$ cat config.mk
export PLATFORM = sky130hd
export DESIGN_NAME = reg_file_mp
export DESIGN_NICKNAME = d
export VERILOG_FILES = /design/src/rtl/reg_file_pkg.sv /design/src/rtl/reg_file_clr_seq.sv /design/src/rtl/reg_file_mp.sv
export SDC_FILE = /design/constraint.sdc
export NUM_CORES = 1
export LEC_CHECK = 0
export CORE_ASPECT_RATIO = 0.6
export CORE_MARGIN = 1.5
export CORE_UTILIZATION = 45
export CTS_BUF_LIST = sky130_fd_sc_hd__clkbuf_8
export DETAILED_ROUTE_END_ITERATION = 10
export SYNTH_ARGS = -nofsm -noshare
export SYNTH_HDL_FRONTEND = slang
export SYNTH_SLANG_ARGS = --single-unit
$ cat constraint.sdc
create_clock -name clk -period 4.1 [get_ports clk]
set_input_delay 0.41 -clock clk [delete_from_list [all_inputs] [get_ports clk]]
set_output_delay 0.41 -clock clk [all_outputs]
set_load 0.005 [all_outputs]
$ cat src/rtl/reg_file_pkg.sv
// Shared types and helpers for the multi-read-port register file.
package reg_file_pkg;

  localparam int DEF_XLEN  = 32;
  localparam int DEF_NREGS = 32;
  localparam int MAX_XLEN  = 64;

  typedef enum logic {
    CLEAR = 1'b0,
    READY = 1'b1
  } rf_state_e;

  // Zero-extending narrower data does not change the XOR, so one width serves all XLEN <= 64.
  function automatic logic even_parity(input logic [MAX_XLEN-1:0] d);
    return ^d;
  endfunction

endpackage

$ cat src/rtl/reg_file_clr_seq.sv
// Clear sequencer: zeroes registers 1..NREGS-1 after reset or clear_req, then reports ready.
//
// state | meaning
// CLEAR | writing zero to entry clr_idx each cycle, writes blocked, reads return 0
// READY | array cleared, normal read/write operation
module reg_file_clr_seq
  import reg_file_pkg::*;
#(
  parameter int NREGS = DEF_NREGS,
  parameter int AW    = $clog2(NREGS)
) (
  input  logic          clk,
  input  logic          reset,
  input  logic          clear_req,
  output rf_state_e     state,
  output logic          ready,
  output logic          clr_we,
  output logic [AW-1:0] clr_addr
);

  logic [AW-1:0] clr_idx;

  always_ff @(posedge clk or negedge reset) begin
    if (!reset) begin
      state   <= CLEAR;
      clr_idx <= AW'(1);
      ready   <= 1'b0;
    end else if (clear_req) begin
      state   <= CLEAR;
      clr_idx <= AW'(1);
      ready   <= 1'b0;
    end else begin
      case (state)
        CLEAR: begin
          // Exit after the last entry is written; clr_idx is left at NREGS-1, never wraps.
          if (clr_idx == AW'(NREGS - 1)) begin
            state <= READY;
            ready <= 1'b1;
          end else begin
            clr_idx <= clr_idx + AW'(1);
          end
        end
        READY: ready <= 1'b1;
        default: begin
          state <= CLEAR;
          ready <= 1'b0;
        end
      endcase
    end
  end

  assign clr_we   = (state == CLEAR);
  assign clr_addr = clr_idx;

endmodule

$ cat src/rtl/reg_file_mp.sv
// Multi-read-port register file with x0 hardwired to zero, optional bypass and clear sequencer.
// Optional per-entry even parity with REGFILE_PARITY_EN defined.
module reg_file_mp
  import reg_file_pkg::*;
#(
  parameter int XLEN   = DEF_XLEN,
  parameter int NREGS  = DEF_NREGS,
  parameter int NUM_RD = 2,
  parameter int BYPASS = 1,
  parameter int AW     = $clog2(NREGS)
) (
  input  logic                   clk,
  input  logic                   reset,
  input  logic                   clear_req,
  output logic                   ready,
  input  logic [NUM_RD*AW-1:0]   rs_addr,
  output logic [NUM_RD*XLEN-1:0] rd_data,
  input  logic                   reg_write,
  input  logic [AW-1:0]          write_register,
  input  logic [XLEN-1:0]        write_data,
  output logic [NUM_RD-1:0]      par_err
);

  rf_state_e     state;
  logic          clr_we;
  logic [AW-1:0] clr_addr;
  logic          user_we;
  logic          rd_en;

  logic [XLEN-1:0] regs [NREGS];

  reg_file_clr_seq #(.NREGS(NREGS), .AW(AW)) u_seq (
    .clk       (clk),
    .reset     (reset),
    .clear_req (clear_req),
    .state     (state),
    .ready     (ready),
    .clr_we    (clr_we),
    .clr_addr  (clr_addr)
  );

  // A clear request in the same cycle wins over a user write.
  assign user_we = (state == READY) && reg_write && !clear_req && (write_register != '0);
  assign rd_en   = reset && (state == READY);

  always_ff @(posedge clk) begin
    if (clr_we)
      regs[clr_addr] <= '0;
    else if (user_we)
      regs[write_register] <= write_data;
  end

`ifdef REGFILE_PARITY_EN
  logic par_mem [NREGS];

  always_ff @(posedge clk) begin
    if (clr_we)
      par_mem[clr_addr] <= 1'b0;
    else if (user_we)
      par_mem[write_register] <= even_parity(MAX_XLEN'(write_data));
  end
`endif

  for (genvar i = 0; i < NUM_RD; i++) begin : g_rd
    logic [AW-1:0]   addr;
    logic            byp;
    logic [XLEN-1:0] data;

    assign addr = rs_addr[i*AW +: AW];
    assign byp  = (BYPASS != 0) && (state == READY) && reg_write &&
                  (write_register == addr) && (addr != '0);

    always_comb begin
      data = '0;
      if (rd_en && (addr != '0))
        data = byp ? write_data : regs[addr];
    end

    assign rd_data[i*XLEN +: XLEN] = data;

`ifdef REGFILE_PARITY_EN
    assign par_err[i] = rd_en && (addr != '0) && !byp &&
                        (par_mem[addr] != even_parity(MAX_XLEN'(regs[addr])));
`else
    assign par_err[i] = 1'b0;
`endif
  end

endmodule

==> impl_metrics.tcl <==
set metrics [dict create \
    finalSetupViolCount 0 \
    grt_pass1_wl_um 229000 \
    fmax_mhz 250 \
    crit_fanout 23 \
    syn_area_mm2 0.0492 \
    dr.pass1.iters 6 \
    drc 0 \
    cts_made_buffers 156 \
    ys_ff_latch 1031 \
    grt_pass1_vias 30500 \
    clkLatencyLatePin_ns 0.88 \
    synthSimpleGateAreaFrac_pct 4.07 \
    synthCells 2716 \
    max_cap_violations 0 \
    clk_pin_slew_ns 0.07 \
    ir_drop_mv 0.320 \
    synth_cell_types 58 \
    cts_root_buffer "clkbuf_8" \
    core_area_mm2 0.108 \
    fin_crit_sh_pct 97.7 \
    hold_viol_final 0 \
    power.total_mw 21.8 \
    synth_top_family_by_area "multiplexers" \
    cts.path.max_buffers 3 \
    initial_utilization_pct 45.6 \
    worstSetupPathType "flop to output pin" \
    period_needed_ns 4.00 \
    synth_mux_area_share_pct 24.7 \
    reg2reg_depth 7 \
    chipHeight_um 259 \
    port-buffer-count 115 \
    row_count 93 \
    r2r_start "u_seq.state" \
    synth_fa_ha_area_share_pct 0.0509 \
    floorplan.die_area_mm2 0.111 \
    grt_max_degree 65 \
    holdBufCountCts 0 \
    tightest_slew_ns 1.13 \
    skew_ns 0.0292 \
    reg2reg_to "regs[31][6]" \
    powerDensity_mw_per_mm2 386 \
    slew_headroom_pct 24.6 \
    drv_slew 0 \
    synth-edff-count 1024 \
    fp.dieW_um 430 \
    antenna_found_initial 2 \
    htree_levels 4 \
    place_congestion 0.910 \
    cts_tree "built" \
    numClockSinks 1031 \
    synth_xor_area_share_pct 0.196 \
    ys_async_sr_fraction_pct 0.679 \
    ant_nets 0 \
    routed_via_density 6.74 \
    hpwl_um 98500 \
    end_kind "output pin" \
    layout_setup_ws_ns 0.0958 \
    hold_ws_ns 0.156 \
    place_ws_ns 0.0732 \
    drtIter0Drc 4525 \
    setup.worst_path.start_class "flop" \
    synth_compound_area_share_pct 5.23 \
    drive_above_1_share_pct 34.7 \
    synth_top_flop_cell "edfxtp_1" \
    areaGrowthSynthToFinish_pct 15.0 \
    cp.required_ns 3.69 \
    ios 118 \
    arrival_ns 3.59 \
    hold_class "primary input to async pin" \
    wl_um 163000 \
    p_leak_nw 18.8 \
    outcome "finished clean" \
    grt_overflow 0 \
    gr-usage-all-layers_pct 29.3 \
    postCtsSetupBuffers 0 \
    num_vias 30700 \
    ys_warn_count 0 \
    synth.avg_cell_area_um2 18.1 \
    wl_per_cell_um 35.9 \
    reg2reg_slack_ns 0.94 \
    rsz0062_at_grt "no" \
    post_cts_resized 0 \
    seq_area_frac_synth_pct 62.9 \
    nets 3067 \
]
layout by cell type (no fill, tap or decap), drive strengths merged, types with 3 or more instances in the layout:
cell type and instances:
o31ai 4, nor2b 31, buf 263, o21ai 42
mux2 97, o32a 3, clkbuf 166, a22oi 31
xnor2 6, edfxtp 1024, nor4 35, nand2b 3
and3 3, dfrtp 6, diode 4, clkinv 48
o211ai 31, o22ai 93, nor2 201, nor4b 31
nand3 3, nor3 39, a32oi 3, or2 3
nand2 51, clkinvlp 6, a211oi 63, a221oi 32
inv 83, mux4 447, clkdlybuf4s50 105, xor2 5
a21oi 36, mux2i 98, nand3b 3
synth_stat cells (all sizes together) (2+ instances only):
library cell     n  area, um2
a22oi           31        233
nor2b           31        194
clkbuf          81        304
a32oi            3       26.3
and2b            2       15.0
mux2i           98        981
nand3            3       15.0
o22ai           93        582
o31ai            4       30.0
nand3b           3       22.5
o32a             3       30.0
mux2            97       1090
xnor2            6       52.6
xor2             5       43.8
nor4            35        240
a211oi          63        473
nor4b           31        272
dfrtp            6        150
nor3            39        195
inv             41        154
nor3b            2       15.0
nor2           201        754
nand2b           3       18.8
mux4           447      10100
edfxtp        1024      30700
ha               2       25.0
or2              3       18.8
a221oi          32        468
o221ai           2       17.5
buf            148        982
nand2           51        191
o21ai           42        210
and3             3       18.8
o211ai          31        233
a21oi           36        180
per-layer routing:
layer,routed length [um],up-vias,track usage (%)
met2,69300,2192,41.3
met1,67600,16100,43.3
li1,-,12100,-
met5,0,-,0
met4,4920,0,9.77
met3,21500,296,9.17
metrics by stage:
stage               std cells  utilization [%]  TNS, ns  cell area (um2)
detailed placement       4281             49.9        0            53800
finish                   4549             52.5        0            56600
global route             4548             52.5        0            56600
CTS                      4545             52.5        0            56600
global placement         4280             49.9    -4.92            53800
floorplan                2717                -        0            49200
worst max-delay path by stage:
stage	start	to	slack, ns	cells after the start
3_5_place_dp	rs_addr[0]	rd_data[24]	0.07	9
3_3_place_gp	write_register[0]	rd_data[32]	-0.18	7
6_report	u_seq.state	rd_data[42]	0.1	7
5_1_grt	u_seq.state	rd_data[24]	0.02	8
2_1_floorplan	write_register[1]	regs[12][0]	0.59	5
4_1_cts	regs[31][24]	rd_data[24]	0.03	7
registers in the layout, indices dropped and copies added (netlist names):
name	flops
u_seq.state	1
u_seq.clr_addr	5
u_seq.ready	1
regs	1024
power breakdown:
part | switching [mW] | internal [mW]
Combinational | 1.24 | 0.936
Clock | 4.14 | 3.83
Sequential | 0.0724 | 11.6
layout make-up:
type | count | area [um2]
Antenna cell | 4 | 10.0
Clock buffer | 166 | 2280
Clock inverter | 98 | 469
Fill cell | 8492 | 51300
Inverter | 41 | 154
Multi-Input combinational cell | 1416 | 17100
Sequential cell | 1031 | 30900
Tap cell | 1425 | 1780
Timing Repair Buffer | 368 | 3840
cells by family after synthesis:
family | after synthesis
AND/OR/NAND/NOR | 411
multiplexers | 642
AO/OA/AOI/OAI | 348
other | 1
flip-flops | 1031
buffers and inverters | 270
XOR/XNOR | 11
adder cells (fa/ha/maj) | 2
worst max-delay path: stages (launching register included):
cell and delay, ns:
dfrtp_1 0.34, nand2_1 0.15, a221o_1 0.40, nor4_4 0.39, buf_12 0.25, nor2_1 0.11
a221oi_2 0.45, clkdlybuf4s50_1 0.60
Note: power is estimated with default switching activity, not from simulation.
